## config.mk

```make
export PLATFORM = sky130hd
export DESIGN_NAME = stream_splitter
export DESIGN_NICKNAME = d
export VERILOG_FILES = /design/src/rtl/stream_splitter_pkg.sv /design/src/rtl/stream_slot.sv /design/src/rtl/stream_splitter.sv
export SDC_FILE = /design/constraint.sdc
export NUM_CORES = 1
export LEC_CHECK = 0
export CORE_AREA = 2 2 39 41
export CTS_BUF_LIST = sky130_fd_sc_hd__clkbuf_2
export DETAILED_ROUTE_END_ITERATION = 10
export DIE_AREA = 0 0 41 43
export PLACE_DENSITY = 0.71
export SLEW_MARGIN = 10
export SYNTH_ARGS = -nofsm -noshare
export SYNTH_HDL_FRONTEND = slang
export SYNTH_SLANG_ARGS = --single-unit
```

## constraint.sdc

```tcl
create_clock -name iCLK -period 1.4 [get_ports iCLK]
set_input_delay 0.42 -clock iCLK [delete_from_list [all_inputs] [get_ports iCLK]]
set_output_delay 0.42 -clock iCLK [all_outputs]
set_load 0.005 [all_outputs]
```

## src/rtl/stream_splitter_pkg.sv

```systemverilog
// Shared definitions for the stream splitter: burst-mode selectors,
// statistics counter width and the joint input-ready helper.
package stream_splitter_pkg;

    localparam string BURST_YES = "yes";
    localparam string BURST_NO  = "no";
    localparam int    CNT_W     = 16;

    // Input-side ready for two output slots.
    // With burst enabled, a slot that is draining this cycle counts as free.
    // Without burst, only register state is consulted.
    function automatic logic joint_ready(
        input logic burst_en,
        input logic free0,
        input logic free1,
        input logic valid0,
        input logic valid1
    );
        logic ready_s;
        if (burst_en) begin
            ready_s = free0 && free1;
        end else begin
            ready_s = !valid0 && !valid1;
        end
        return ready_s;
    endfunction

endpackage

```

## src/rtl/stream_slot.sv

```systemverilog
// Single-entry output slot: one valid bit plus one data register.
// A load always wins over a drain in the same cycle, so a slot that is
// both handing off and being refilled stays valid with the new data.
module stream_slot #(
    parameter int W = 4
) (
    input  logic         clk,
    input  logic         rst,
    input  logic         load,
    input  logic [W-1:0] din,
    input  logic         ready,
    output logic         valid,
    output logic [W-1:0] data,
    output logic         free
);

    logic         valid_r;
    logic [W-1:0] data_r;

    // Slot state: reset clears, load fills, handshake empties, else hold.
    always_ff @(posedge clk) begin
        if (rst) begin
            valid_r <= 1'b0;
            data_r  <= '0;
        end else if (load) begin
            valid_r <= 1'b1;
            data_r  <= din;
        end else if (valid_r && ready) begin
            valid_r <= 1'b0;
            data_r  <= data_r;
        end else begin
            valid_r <= valid_r;
            data_r  <= data_r;
        end
    end

    assign valid = valid_r;
    assign data  = data_r;
    assign free  = !valid_r || ready;

endmodule

```

## src/rtl/stream_splitter.sv

```systemverilog
// Stream splitter: one valid/ready input word of WIDTH0+WIDTH1 bits fans out
// into two independently handshaken output streams, each held in its own slot.
// A new word is taken only once both halves of the previous word are gone
// (or leaving this cycle when BURST is "yes").
// Optional build macro STREAM_SPLITTER_STATS_EN adds oCount_AM, a wrapping
// count of accepted input words.
module stream_splitter
    import stream_splitter_pkg::*;
#(
    parameter int    WIDTH0 = 4,
    parameter int    WIDTH1 = 4,
    parameter string BURST  = BURST_YES
) (
    input  logic                     iCLK,
    input  logic                     iRST,
    input  logic                     iValid_AM,
    output logic                     oReady_AM,
    input  logic [WIDTH0+WIDTH1-1:0] iData_AM,
    output logic                     oValid_BM0,
    input  logic                     iReady_BM0,
    output logic [WIDTH0-1:0]        oData_BM0,
    output logic                     oValid_BM1,
    input  logic                     iReady_BM1,
    output logic [WIDTH1-1:0]        oData_BM1
`ifdef STREAM_SPLITTER_STATS_EN
    ,
    output logic [CNT_W-1:0]         oCount_AM
`endif
);

    // Anything other than "no" runs at full throughput.
    localparam logic BURST_EN = (BURST != BURST_NO);

    logic free0_s;
    logic free1_s;
    logic ready_s;
    logic accept_s;

    stream_slot #(.W(WIDTH0)) u_slot0 (
        .clk   (iCLK),
        .rst   (iRST),
        .load  (accept_s),
        .din   (iData_AM[WIDTH0-1:0]),
        .ready (iReady_BM0),
        .valid (oValid_BM0),
        .data  (oData_BM0),
        .free  (free0_s)
    );

    stream_slot #(.W(WIDTH1)) u_slot1 (
        .clk   (iCLK),
        .rst   (iRST),
        .load  (accept_s),
        .din   (iData_AM[WIDTH0+WIDTH1-1:WIDTH0]),
        .ready (iReady_BM1),
        .valid (oValid_BM1),
        .data  (oData_BM1),
        .free  (free1_s)
    );

    // Joint ready: both slots must be able to take a new half; never ready in reset.
    always_comb begin
        ready_s = joint_ready(BURST_EN, free0_s, free1_s, oValid_BM0, oValid_BM1);
        if (iRST) begin
            oReady_AM = 1'b0;
        end else begin
            oReady_AM = ready_s;
        end
        accept_s = iValid_AM && oReady_AM;
    end

`ifdef STREAM_SPLITTER_STATS_EN
    logic [CNT_W-1:0] count_r;

    // Accepted-word counter; wraps from all-ones back to zero.
    always_ff @(posedge iCLK) begin
        if (iRST) begin
            count_r <= '0;
        end else if (accept_s) begin
            count_r <= count_r + CNT_W'(1);
        end else begin
            count_r <= count_r;
        end
    end

    assign oCount_AM = count_r;
`else
    // Statistics disabled: no counter state and no count port.
`endif

endmodule

```

# Word level (Yosys, flattened, before mapping)
# Index checks and enable logic that the tools add are counted.
# classes
addsub,0
mul,0
div,0
magnitude_cmp,0
eq_ne,0
shifts,0
mux,5
bitwise_logic,0
n_reduce_logical,10
# ops
op,n
$mux W1,5
$logic_and A1 B1 Y1,4
$reduce_bool A2 Y1,2
$logic_not A1 Y1,2
$logic_or A1 B1 Y1,2
# totals
reg_bits,10
latchBits,0
ram_bits,0
rom_bits,0
input_bits,13
output_inout_bits,11
word_cells,19
mem_count,0

# Logic depth before layout (Yosys ltp)
# Gate-level depths: netlist of run 1.
# logic_depth
word_depth,6
depth_mapped,3
mapped_depth_nobuf,3

# Modules after synthesis
# Synthesis of run 1 repeated with hierarchy kept, for this count alone.
# hier_totals
cells_unflattened,36
area_unflattened_um2,382.9
# modules_own_cells
mod,instances,cells_each,area_each_um2,seq_area_each_um2
stream_slot,2,17,181.4,100.1
stream_splitter,1,2,20.0,0.0

# Least setup slack after synthesis of run 1
# No wires, ideal clock.
# synth_path
kind,input to register
from,input iReady_BM1
to,"register u_slot0.data_r[0], in the netlist u_slot0.data[0]"
setup_ps,121
arrival_ps,1093
t_required_ps,1279
path_slack_ps,186
cell_stages,3
n_path_buf,0
path_cell_list,nand2b_4 nand4b_4 mux2_4
# synth_between
elab_chain_cells,4
# synth_lines
element,line_no,rtl
"start, declared",stream_splitter.sv:23,"input logic iReady_BM1,"
$logic_or A1 B1 Y1,stream_slot.sv:39,assign free = !valid_r || ready;
$logic_and A1 B1 Y1,stream_splitter_pkg.sv:21,ready_s = free0 && free1;
$mux W1,stream_splitter.sv:64,if (iRST) begin
$logic_and A1 B1 Y1,stream_splitter.sv:69,accept_s = iValid_AM && oReady_AM;
"end signal, assigned",stream_slot.sv:27,data_r <= din;
"end signal, assigned",stream_slot.sv:30,data_r <= data_r;
"end signal, assigned",stream_slot.sv:33,data_r <= data_r;
"end, declared",stream_slot.sv:18,logic [W-1:0] data_r;
# Every way passes these cells.
# A chain may end at the register's enable or synchronous reset.

# Worst setup path in the final report of run 1
# layout_path
from,input iReady_BM1
to,output oReady_AM
# layout_between
elab_chain_cells,3
# layout_lines
element,line_no,rtl
$logic_or A1 B1 Y1,stream_slot.sv:39,
$logic_and A1 B1 Y1,stream_splitter_pkg.sv:21,
$mux W1,stream_splitter.sv:64,
"end, declared",stream_splitter.sv:17,"output logic oReady_AM,"
# Every way passes these cells.

==> results.toml, run 1 <==
[global_route]
grt_max_degree = 11
grt_pass1_wl_mm = 1.44
antenna_found_initial = 0
gr-usage-all-layers_pct = 11.8
grt_overflow = 0
grt_pass1_vias = 353

[synthesis]
syn_avg_cell_area_um2 = 13.3
yosysUniqueCellTypes = 10
netlist.area_leader.share_pct = 44.3
ys_warn_count = 0
synth.top_cells.by_area = "dfxtp_1, mux2_4, and2b_1"
synth_top_cell_by_area = "dfxtp_1"
ys_seq_elements = 10
syn_area_um2 = 452
synth_nets = 47
ys_seq_area_share_pct = 44.3
synthCells = 34

[layout]
regArea_um2 = 211
area_delta_synth_final_pct = 70.9
antenna-diode-count = 0
drive_gt1_share_pct = 46.2
num-fill-cells = 126
multiInputGateArea_um2 = 270
nets = 80

[die]
io_pins = 24
chipWidth_um = 41
rows = 14
start_util_pct = 32.6
die_h_um = 43
die-area_um2 = 1760
fp.coreArea_um2 = 1380

[worst_setup_path]
cp-start-kind = "primary input"
r2r.worst_path.cells = 4
r2r_slack_ps = 250
required_ps = 980
crit_type = "primary input to output pin"
cp-startpoint = "iReady_BM1"
cp.arrival_ps = 930
crit_path_max_fanout = 2
reg2reg_from = "u_slot1.valid$_SDFFE_PP0P_"
r2r-end = "u_slot0.data[0]$_SDFFE_PP0P_"
end_kind = "output pin"

[placed_design]
io_buffers = 23
routabilityCongestion = 0.532
dp_hpwl_um = 641

[clock_tree]
ctsHtreeMaxLevel = 1
clockBufferDepth = 2
clkTransAtPathRegs_ps = 100
worstSkewPairLatency_ps = 240
cts_tree = "done"
cts.sink_count = 10
cts_made_buffers = 3
clock-root-buffer = "clkbuf_2"

[worst_hold_path]
holdPathStages = 2
hp-start = "u_slot0.data[3]$_SDFFE_PP0P_"
hold_end = "u_slot0.data[3]$_SDFFE_PP0P_"
hold_path_class = "flip-flop to flip-flop"

[timing]
finalCritPeriodShare_pct = 96.4
rsz0062_at_grt = "false"
slew_viol_final = 0
setup-violations-final = 0
hold_viol = 0
hold-worst-slack_ps = 590
skew_ps = 1.39
tightest_slew_ps = 208
period_needed_ps = 1350
clock.fmax_ghz = 0.741
maxSlewHeadroom_pct = 86.1

[pwr]
total_power_w = 0.000622
combinationalPowerShare_pct = 24.1
p_seq_share_pct = 51.7
pwr-share-clk_pct = 24.2
pwr_density_cell_nw_per_um2 = 805
power.internal_w = 0.000474
p_sw_share_pct = 23.7
ir_drop_mv = 0.383
p_leak_nw = 0.413
switchingPower_w = 0.000147

[run_status]
outcome = "completed"

[detailed_routing]
drt_first_pass_iters = 2
vias = 357
routed_wl_um = 897
via_per_inst = 4.41
drcViolationCount = 0
drtIter0Drc = 4
wl_per_cell_um = 11.1
ant_nets = 0

[run]
cap_violations = 0
cells in the mapped netlist:
cell type  number
a21oi_1         2
and2b_1         6
clkbuf_2        1
dfxtp_1        10
mux2_4          8
nand2_1         1
nand2b_4        2
nand4b_4        1
nor2_1          1
nor2b_1         2
flip-flops by register name (all words and copies together), names as in the netlist:
signal / count
u_slot0.data: 4
u_slot1.data: 4
u_slot0.valid: 1
u_slot1.valid: 1
logic make-up after synthesis:
family	count (synthesis)	share of synthesized area, %
compound gates	2	2.22
simple gates	13	25.8
buf+inv	1	1.11
flops	10	44.3
mux	8	26.6
what timing repair did:
action / CTS / global route
gates resized for setup: 30 / 1
hold buffers: 0 / 0
setup buffers: 3 / 0
endpoints found under the setup margin: 20 / 6
pin swaps: 2 / 1
endpoints found under the hold margin: 0 / 0
gates cloned: 1 / 0
worst max path at each step:
stage,slack (ps),depth (start not counted),end
after floorplan,190,3,u_slot0.data[0]$_SDFFE_PP0P_
after global placement,-620,5,oReady_AM
after detailed placement,-640,5,oReady_AM
after CTS,-10,5,oReady_AM
after global routing,20,5,oReady_AM
final,50,5,oReady_AM
cells in the final DEF (no fill, tap or decap):
cell type	n
nand2b_4	2
buf_2	1
dfxtp_2	9
nand2_1	1
clkbuf_2	3
nand4b_4	2
buf_6	1
dlymetal6s2s_1	1
dfxtp_1	1
nor2b_1	2
mux2_4	8
nor2_1	1
buf_4	4
clkdlybuf4s15_1	2
clkdlybuf4s50_1	8
and2b_1	6
a21oi_1	2
dlygate4sd2_1	11
power groups by stage:
stage	combinational [W]	sequential (W)	clock (W)
2_1_floorplan	0.0000635	0.000327	0
3_3_place_gp	0.000156	0.000325	0
3_5_place_dp	0.000158	0.000325	0
4_1_cts	0.000157	0.000321	0.000159
6_report	0.000150	0.000321	0.000151
5_1_grt	0.000163	0.000325	0.000169
metal layers:
layer / track usage (%) / part of all wire (%)
met1: 14.2 / 43
met3: 1.57 / 10
met4: 4.00 / 0
met5: 0 / 0
met2: 20.0 / 46
final cells by class:
type                            instances  share of cell area, %
Multi-Input combinational cell         24                   35.0
Timing Repair Buffer                   28                   33.1
Clock buffer                            3                   1.94
Sequential cell                        10                   27.4
Tap cell                               16                   2.59
worst max-delay path: stages:
cell and delay (ps):
clkdlybuf4s15_1 170, nand2b_4 140, nand2_1 50, nor2_1 30
buf_2 120
stage by stage:
step	TNS, ps	utilization (%)	worst slack, ps	cells	cell area [um2]
after global routing	0	55.8	19.9	81	772
final	0	55.8	50.1	81	772
after floorplan	0	-	186	34	452
after CTS	-13.0	56.4	-13.0	82	781
after global placement	-4850	52.0	-622	75	719
after detailed placement	-4880	52.0	-644	75	719
No activity file was read; power rests on OpenSTA's default activity.
==> run 2: changes to the inputs <==
--- a/config.mk
+++ b/config.mk
@@ -14,3 +14,4 @@
 export SYNTH_ARGS = -nofsm -noshare
 export SYNTH_HDL_FRONTEND = slang
 export SYNTH_SLANG_ARGS = --single-unit
+export TNS_END_PERCENT = 5
==> run 2 against run 1 <==
  * Utilization is 0.27 points higher
  * Critical path depth did not move
  * Flip-flop and latch count is the same
  * Die area unchanged
  * Combinational power barely moved
  * Global-route usage is 0.30 points lower
  * Power rose by 0.34%
  * Via count decreased by 0.28%
  * Sequential share of layout area down 0.13 points
  * Non-clock buffer count is the same
==> results.toml, run 2 (synthesis results as in run 1) <==
[timing]
skew_ps = 3.50
tns_ps = 0
rsz0062_at_grt = "true"
clock.fmax_ghz = 0.720
hold-worst-slack_ps = 590
setup-violations-final = 0
worst_slack_ps = 11.0
finalCritPeriodShare_pct = 99.2
hold_viol = 0
slew_viol_final = 0
period_needed_ps = 1390
tightest_slew_ps = 207
maxSlewHeadroom_pct = 86.2

[run]
cap_violations = 0

[global_route]
grt_util_met1_pct = 13.6
grt_use_met2_pct = 19.7
met3_usage_pct = 1.57
antenna_found_initial = 0
grt_overflow = 0
global_route.peak_usage_layer = "met2"
grt_pass1_vias = 354
grt_max_degree = 13
grt_pass1_wl_mm = 1.41
gr-usage-all-layers_pct = 11.5

[worst_setup_path]
r2r.worst_path.cells = 5
crit_path_max_fanout = 2
cp_top_family = "flip-flops"
cp.depth = 5
end_kind = "output pin"
required_ps = 980
crit_type = "flip-flop to output pin"
crit_chain = "buf_6 > nand2b_4 > nand2_1 > nor2_1 > buf_2"
slowest_delay_ps = 340
cp.arrival_ps = 970
cp_slowest_cell = "dfxtp_2"
worst-path-buf-inv = 2
cp-start-kind = "flip-flop"

[layout]
layout_commonest_cell = "dlygate4sd2_1"
most-common-layout-cells = "dlygate4sd2_1, dfxtp_2, mux2_4, clkdlybuf4s50_1, and2b_1"
fin_cells = 81
nets = 80
utilization_pct = 56.1
antenna-diode-count = 0
area_delta_synth_final_pct = 71.7
drive_gt1_share_pct = 46.2

[clock_tree]
cts_made_buffers = 3
cts_tree = "done"
clockBufferDepth = 2
worstSkewPairLatency_ps = 240
clkTransAtPathRegs_ps = 100
ctsHtreeMaxLevel = 1
clock-root-buffer = "clkbuf_2"
cts.sink_count = 10

[detailed_routing]
drt_first_pass_iters = 2
ant_nets = 0
drtIter0Drc = 4
wl_per_cell_um = 11.1
routed_wl_um = 896
via_per_inst = 4.40
vias = 356
drcViolationCount = 0

[die]
chipWidth_um = 41
io_pins = 24
die_h_um = 43
rows = 14
fp.coreArea_um2 = 1380
start_util_pct = 32.6
die-area_um2 = 1760

[run_status]
outcome = "completed"

[pwr]
pwr_density_cell_nw_per_um2 = 804
p_sw_share_pct = 23.8
combinationalPowerShare_pct = 24.3
pwr-share-clk_pct = 24.3
power.internal_w = 0.000475
switchingPower_w = 0.000148
ir_drop_mv = 0.385
p_leak_nw = 0.425
p_seq_share_pct = 51.4

[placed_design]
preCtsSetupSlack_ps = -644
dp.cells = 75
routabilityCongestion = 0.532
io_buffers = 23
dp_hpwl_um = 641

[worst_hold_path]
holdPathStages = 2
hold_path_class = "flip-flop to flip-flop"
==> run 2: routing by layer <==
metal,up-vias,part of all wire [%]
li1,181,-
met1,159,43
met2,16,47
met3,0,9.7
met4,0,0
met5,-,0
==> run 2: path summary, 6_finish.rpt <==
| kind | from | endpoint | slack, ps |
|---|---|---|---|
| hold reg to reg | u_slot0.data[3]$_SDFFE_PP0P_ | u_slot0.data[3]$_SDFFE_PP0P_ | 590 |
| setup / recovery | u_slot1.valid$_SDFFE_PP0P_ | oReady_AM | 10 |
| hold / removal | u_slot0.data[3]$_SDFFE_PP0P_ | u_slot0.data[3]$_SDFFE_PP0P_ | 590 |
| setup reg to reg | u_slot1.valid$_SDFFE_PP0P_ | u_slot0.data[0]$_SDFFE_PP0P_ | 140 |
==> run 2: repair_timing <==
action	CTS	global route
hold buffers	0	0
pin swaps	2	1
setup endpoints to repair	20	7
gates cloned	1	0
setup buffers	2	0
gates resized for setup	28	2
==> run 2: cell type report <==
class	count	area (um2)
Fill cell	124	608
Multi-Input combinational cell	24	270
Timing Repair Buffer	28	259
Sequential cell	10	211
Tap cell	16	20.0
Clock buffer	3	15.0
==> run 2: per-stage QoR <==
stage / power [W] / area [um2]
after floorplan: 0.000390 / 452
after global placement: 0.000481 / 719
after detailed placement: 0.000483 / 719
after CTS: 0.000635 / 771
after global routing: 0.000657 / 776
final: 0.000624 / 776
==> run 2: power by group through the flow <==
stage	logic (W)	registers, W	clock network [W]
3_3_place_gp	0.000156	0.000325	0
3_5_place_dp	0.000158	0.000325	0
4_1_cts	0.000155	0.000321	0.000159
6_report	0.000151	0.000321	0.000152
2_1_floorplan	0.0000635	0.000327	0
5_1_grt	0.000164	0.000324	0.000169
==> run 2: worst reg2reg max path: stages, from the launching register on <==
cell and delay [ps]:
dfxtp_2 340, buf_6 110, nand2b_4 50, buf_4 130
nand4b_4 170, mux2_4 340
